==> src/rtl/bf_io_pkg.sv <==
// Shared types and constants for the brainfuckCore character output path.
package bf_io_pkg;

  typedef enum logic [2:0] {
    IDLE,
    START,
    DATA,
    PARITY,
    STOP
  } tx_state_t;

  localparam logic UART_START_BIT = 1'b0;
  localparam logic UART_STOP_BIT  = 1'b1;
  localparam int   UART_DATA_BITS = 8;

endpackage

==> src/rtl/bf_char_fifo.sv <==
// Small synchronous character FIFO. A push while full is accepted only
// when a pop happens on the same edge, so the slot being freed is reused.
module bf_char_fifo
  import bf_io_pkg::*;
#(
  parameter int AW = 3
) (
  input  logic                      clk,
  input  logic                      reset,
  input  logic                      push,
  input  logic [UART_DATA_BITS-1:0] din,
  input  logic                      pop,
  output logic [UART_DATA_BITS-1:0] dout,
  output logic                      full,
  output logic                      empty,
  output logic [AW:0]               level
);

  localparam int DEPTH = 1 << AW;

  logic [UART_DATA_BITS-1:0] mem [DEPTH];
  logic [AW-1:0]             wr_ptr;
  logic [AW-1:0]             rd_ptr;
  logic [AW:0]               count;
  logic                      do_push;
  logic                      do_pop;

  assign full    = (count == (AW+1)'(DEPTH));
  assign empty   = (count == '0);
  assign do_pop  = pop && !empty;
  assign do_push = push && (!full || do_pop);
  assign dout    = mem[rd_ptr];
  assign level   = count;

  // Storage array; no reset needed since count gates every read.
  always_ff @(posedge clk) begin
    if (do_push) mem[wr_ptr] <= din;
  end

  // Pointers and occupancy; reset flushes the queue.
  always_ff @(posedge clk or negedge reset) begin
    if (!reset) begin
      wr_ptr <= '0;
      rd_ptr <= '0;
      count  <= '0;
    end else begin
      if (do_push) wr_ptr <= wr_ptr + 1'b1;
      if (do_pop)  rd_ptr <= rd_ptr + 1'b1;
      case ({do_push, do_pop})
        2'b10:   count <= count + 1'b1;
        2'b01:   count <= count - 1'b1;
        default: count <= count;
      endcase
    end
  end

endmodule

==> src/rtl/bf_char_tx.sv <==
// UART transmitter for brainfuckCore output characters, 8N1, LSB first,
// with a FIFO absorbing bursts from the core. Defining BF_CHAR_TX_PARITY_EN
// inserts an even-parity bit between the data bits and the stop bit.
module bf_char_tx
  import bf_io_pkg::*;
#(
  parameter int CLK_PER_BIT = 16,
  parameter int FIFO_AW     = 3
) (
  input  logic                      clk,
  input  logic                      reset,
  input  logic                      sendingChar,
  input  logic [UART_DATA_BITS-1:0] sendedChar,
  output logic                      tx,
  output logic                      busy,
  output logic                      overflow,
  output logic [FIFO_AW:0]          fifo_level
);

  localparam int TW = $clog2(CLK_PER_BIT);
  localparam logic [TW-1:0] BIT_LAST = TW'(CLK_PER_BIT - 1);
  localparam logic [2:0]    IDX_LAST = 3'(UART_DATA_BITS - 1);

  tx_state_t                 state, state_n;
  logic [TW-1:0]             timer, timer_n;
  logic [2:0]                idx, idx_n;
  logic [UART_DATA_BITS-1:0] shreg, shreg_n;
  logic                      tx_q, tx_n;
  logic                      overflow_q;
  logic                      start_frame;
  logic                      fifo_pop;
  logic                      fifo_full;
  logic                      fifo_empty;
  logic [UART_DATA_BITS-1:0] fifo_dout;
`ifdef BF_CHAR_TX_PARITY_EN
  logic                      parity_q, parity_n;
`endif

  bf_char_fifo #(.AW(FIFO_AW)) u_fifo (
    .clk   (clk),
    .reset (reset),
    .push  (sendingChar),
    .din   (sendedChar),
    .pop   (fifo_pop),
    .dout  (fifo_dout),
    .full  (fifo_full),
    .empty (fifo_empty),
    .level (fifo_level)
  );

  // Next-state logic: bit timing, data shifting and frame chaining.
  always_comb begin
    state_n     = state;
    timer_n     = timer;
    idx_n       = idx;
    shreg_n     = shreg;
    tx_n        = tx_q;
    start_frame = 1'b0;
`ifdef BF_CHAR_TX_PARITY_EN
    parity_n    = parity_q;
`endif
    case (state)
      IDLE: begin
        if (!fifo_empty) start_frame = 1'b1;
      end
      START: begin
        if (timer == '0) begin
          state_n = DATA;
          idx_n   = '0;
          timer_n = BIT_LAST;
          tx_n    = shreg[0];
        end else begin
          timer_n = timer - 1'b1;
        end
      end
      DATA: begin
        if (timer == '0) begin
          timer_n = BIT_LAST;
          if (idx == IDX_LAST) begin
`ifdef BF_CHAR_TX_PARITY_EN
            state_n = PARITY;
            tx_n    = parity_q;
`else
            state_n = STOP;
            tx_n    = UART_STOP_BIT;
`endif
          end else begin
            idx_n   = idx + 1'b1;
            shreg_n = shreg >> 1;
            tx_n    = shreg[1];
          end
        end else begin
          timer_n = timer - 1'b1;
        end
      end
`ifdef BF_CHAR_TX_PARITY_EN
      PARITY: begin
        if (timer == '0) begin
          state_n = STOP;
          timer_n = BIT_LAST;
          tx_n    = UART_STOP_BIT;
        end else begin
          timer_n = timer - 1'b1;
        end
      end
`endif
      STOP: begin
        if (timer == '0) begin
          if (!fifo_empty) start_frame = 1'b1;
          else             state_n = IDLE;
        end else begin
          timer_n = timer - 1'b1;
        end
      end
      default: begin
        state_n = IDLE;
        tx_n    = UART_STOP_BIT;
      end
    endcase
    if (start_frame) begin
      state_n = START;
      timer_n = BIT_LAST;
      shreg_n = fifo_dout;
      tx_n    = UART_START_BIT;
`ifdef BF_CHAR_TX_PARITY_EN
      parity_n = ^fifo_dout;
`endif
    end
  end

  assign fifo_pop = start_frame;

  // FSM and datapath registers; reset abandons any frame and idles the line.
  always_ff @(posedge clk or negedge reset) begin
    if (!reset) begin
      state    <= IDLE;
      timer    <= '0;
      idx      <= '0;
      shreg    <= '0;
      tx_q     <= UART_STOP_BIT;
`ifdef BF_CHAR_TX_PARITY_EN
      parity_q <= 1'b0;
`endif
    end else begin
      state    <= state_n;
      timer    <= timer_n;
      idx      <= idx_n;
      shreg    <= shreg_n;
      tx_q     <= tx_n;
`ifdef BF_CHAR_TX_PARITY_EN
      parity_q <= parity_n;
`endif
    end
  end

  // Sticky drop flag: a push into a full FIFO with no pop frees no slot.
  always_ff @(posedge clk or negedge reset) begin
    if (!reset) begin
      overflow_q <= 1'b0;
    end else if (sendingChar && fifo_full && !fifo_pop) begin
      overflow_q <= 1'b1;
    end
  end

  assign tx       = tx_q;
  assign overflow = overflow_q;
  assign busy     = (state != IDLE) || !fifo_empty;

endmodule

==> config.mk <==
export PLATFORM = sky130hd
export DESIGN_NAME = bf_char_tx
export DESIGN_NICKNAME = d
export VERILOG_FILES = /design/src/rtl/bf_io_pkg.sv /design/src/rtl/bf_char_fifo.sv /design/src/rtl/bf_char_tx.sv
export SDC_FILE = /design/constraint.sdc
export NUM_CORES = 1
export LEC_CHECK = 0
export BUFFER_PORTS_ARGS = -buffer_cell sky130_fd_sc_hd__buf_2
export CAP_MARGIN = 20
export CELL_PAD_IN_SITES_DETAIL_PLACEMENT = 1
export CELL_PAD_IN_SITES_GLOBAL_PLACEMENT = 1
export CORE_ASPECT_RATIO = 2
export CORE_UTILIZATION = 37
export DETAILED_ROUTE_END_ITERATION = 6
export PLACE_DENSITY = 0.63
export SYNTH_ARGS = -nofsm -noshare
export SYNTH_HDL_FRONTEND = slang
export SYNTH_SLANG_ARGS = --single-unit
==> constraint.sdc <==
create_clock -name clk -period 3.3 [get_ports clk]
set_input_delay 0.33 -clock clk [delete_from_list [all_inputs] [get_ports clk]]
set_output_delay 0.33 -clock clk [all_outputs]
set_load 0.005 [all_outputs]
==> results.toml <==
[status]
status = "finished, final reports clean"

[timing]
tns_ps = 0
worst_slew_margin_rel = 0.457
post-route-period-util = 0.777
setup_slack_ps = 736
final.min_clock_period_ps = 2560
slew_viol_final = 0
setup_viol = 0
skew_ps = 4.45
rsz0062_at_grt = "false"
hold_viol = 0
fmax_mhz = 390
tightestPinTransition_ps = 814

[critical_path]
crit_type = "reg2reg"
critPathLaunchType = "flop"
crit_slowest_cell = "or3b_4"
required_ps = 3340
crit_path_max_fanout = 12
worst_path_dominant_cell_family = "compound AO/OA/AOI/OAI gates"
arrival_ps = 2610
crit_path_end_kind = "flop"
critPathBufInv = 2
crit_chain = "inv_1, ha_1, or3b_4, a211oi_4, o211ai_1, nor3_1, buf_4"
cpPeakStageDelay_ps = 470

[logic_synthesis]
yosys.area.top_type = "edfxtp_1"
syn_avg_cell_area_um2 = 15.3
ys_types = 56
synth_nets = 291
synth_area_um2 = 4190
yosysTopAreaCellShare = 0.459
ys_ff_latch = 94
synth.most_common_cell = "edfxtp_1"
yosys_warnings = 0
synthFlopType = "edfxtp_1"
yosys-top-cells-count = "edfxtp_1, dfrtp_1, mux4_2, a21oi_1, mux2i_1"
synth_area_leaders = "edfxtp_1, dfrtp_1, mux4_2"
ys_async_sr_fraction = 0.319
syn-instance-count = 273
synth_edf_count = 64
seq_area_frac_synth = 0.638

[floorplanning]
io_pins = 18
initial_utilization = 0.383
fp.dieW_um = 77.2
coreArea_um2 = 10900
die_area_um2 = 11800
die_y_um = 152
row_count = 54

[grt]
grtUsageTotal = 0.168
grt_pass1_vias = 2631
grt_overflow_total = 0
grt_pass1_wl_mm = 14.5
grt_max_degree = 31
antenna_found_initial = 0

[drt]
wl_per_cell_um = 20.9
vias = 2446
ant_nets = 0
drt_wl_total_mm = 9.22
drt-vias-per-instance = 5.56
drcViolationCount = 0
dr.pass1.iters = 4
drtIter0Drc = 118

[placement]
dp_slack_ps = 741
place_congestion = 0.725
hpwl_mm = 6.72
port_buffers = 17

[clock_network]
cts_tree = "done"
cts-hold-fix-buffers = 0
numCtsBuffers = 9
cts_max_level = 3
cts_root_buffer = "clkbuf_16"
clock_latency_ps = 330
clock_path_buffers = 2
cts_sinks = 94
postCtsSetupRepairBufs = 0
cts_resized = 0
clkTransAtPathRegs_ps = 70

[cells_and_area]
diodes = 0
area_growth_pct = 14.2
final_nets = 314
drive_gt1_frac = 0.240
utilization = 0.437

[worst_hold_path]
hold_path.class = "in2async"

[power]
pwr_density_cell_nw_per_um2 = 856
ir_drop_mv = 0.462
power_leakage_nw = 1.74

[flow_run]
drv_cap = 0
## area by class of cell
class                      count  area [um^2]
clock buffer                   9          225
clock inverter                 6         96.3
fill                        1112         6160
inverter                       4         15.0
multi-input combinational    159         1420
sequential                    94         2670
tap                          140          175
timing repair buffer          28          175
## power breakdown
group          leakage [nW]  switching [mW]  internal (mW)
Sequential            0.933           0.328           1.54
Combinational         0.656           0.538          0.580
Clock                 0.154           0.440          0.667
## registers in the layout, indices dropped and copies added (netlist names)
signal / cells
shreg: 8
u_fifo.wr_ptr: 3
timer: 4
u_fifo.level: 4
tx: 1
idx: 3
u_fifo.mem: 64
u_fifo.rd_ptr: 3
state: 3
overflow: 1
## final timing paths
kind	start	end	slack [ps]	depth (start not counted)
max in group asynchronous	reset	idx[1]	2790	1
setup / recovery	timer[0]	u_fifo.mem[4][6]	740	7
setup reg to reg	timer[0]	u_fifo.mem[4][6]	740	7
hold reg to reg	overflow	overflow	470	1
hold / removal	reset	overflow	40	1
min in group clk	sendedChar[7]	u_fifo.mem[4][7]	300	1
## layer usage
metal | vias up | part of all wire | global-route usage
met5 | - | 0 | 0
met4 | 0 | 0.066 | 0.128
met3 | 23 | 0.020 | 0.0275
met2 | 39 | 0.55 | 0.301
met1 | 1256 | 0.37 | 0.168
li1 | 1128 | - | -
## through the flow
step	hold slack (ps)	power [mW]	cell area (um^2)	std cells
final	40.2	4.10	4780	440
after global routing	114	4.31	4780	440
after CTS	58.8	4.15	4770	439
after detailed placement	434	3.02	4450	424
after global placement	417	2.97	4450	424
after floorplan	34.4	2.62	4190	273
## cell families (layout without fill, tap and decap cells)
family,Yosys count,in the layout,share of synthesized area
flip-flops,94,94,0.638
AND/OR/NAND/NOR,65,65,0.0935
AO/OA/AOI/OAI,48,48,0.0857
multiplexers,30,30,0.121
buffers and inverters,20,47,0.0218
XOR/XNOR,9,9,0.0188
adder cells (fa/ha/maj),7,7,0.0209
## placed cells by master, fill, tap and decap left out, types with 9 or more instances in the layout
cell type  netlist  routed
dfrtp_1         29      29
buf_4            0      10
edfxtp_1        64      64
clkbuf_16        0       9
nor2b_1         10      10
a21oi_1         13      13
nor3_1           9       9
mux2i_1         12      12
mux4_2          16      16
buf_2            7      17
(Power assumes the default switching activity.)
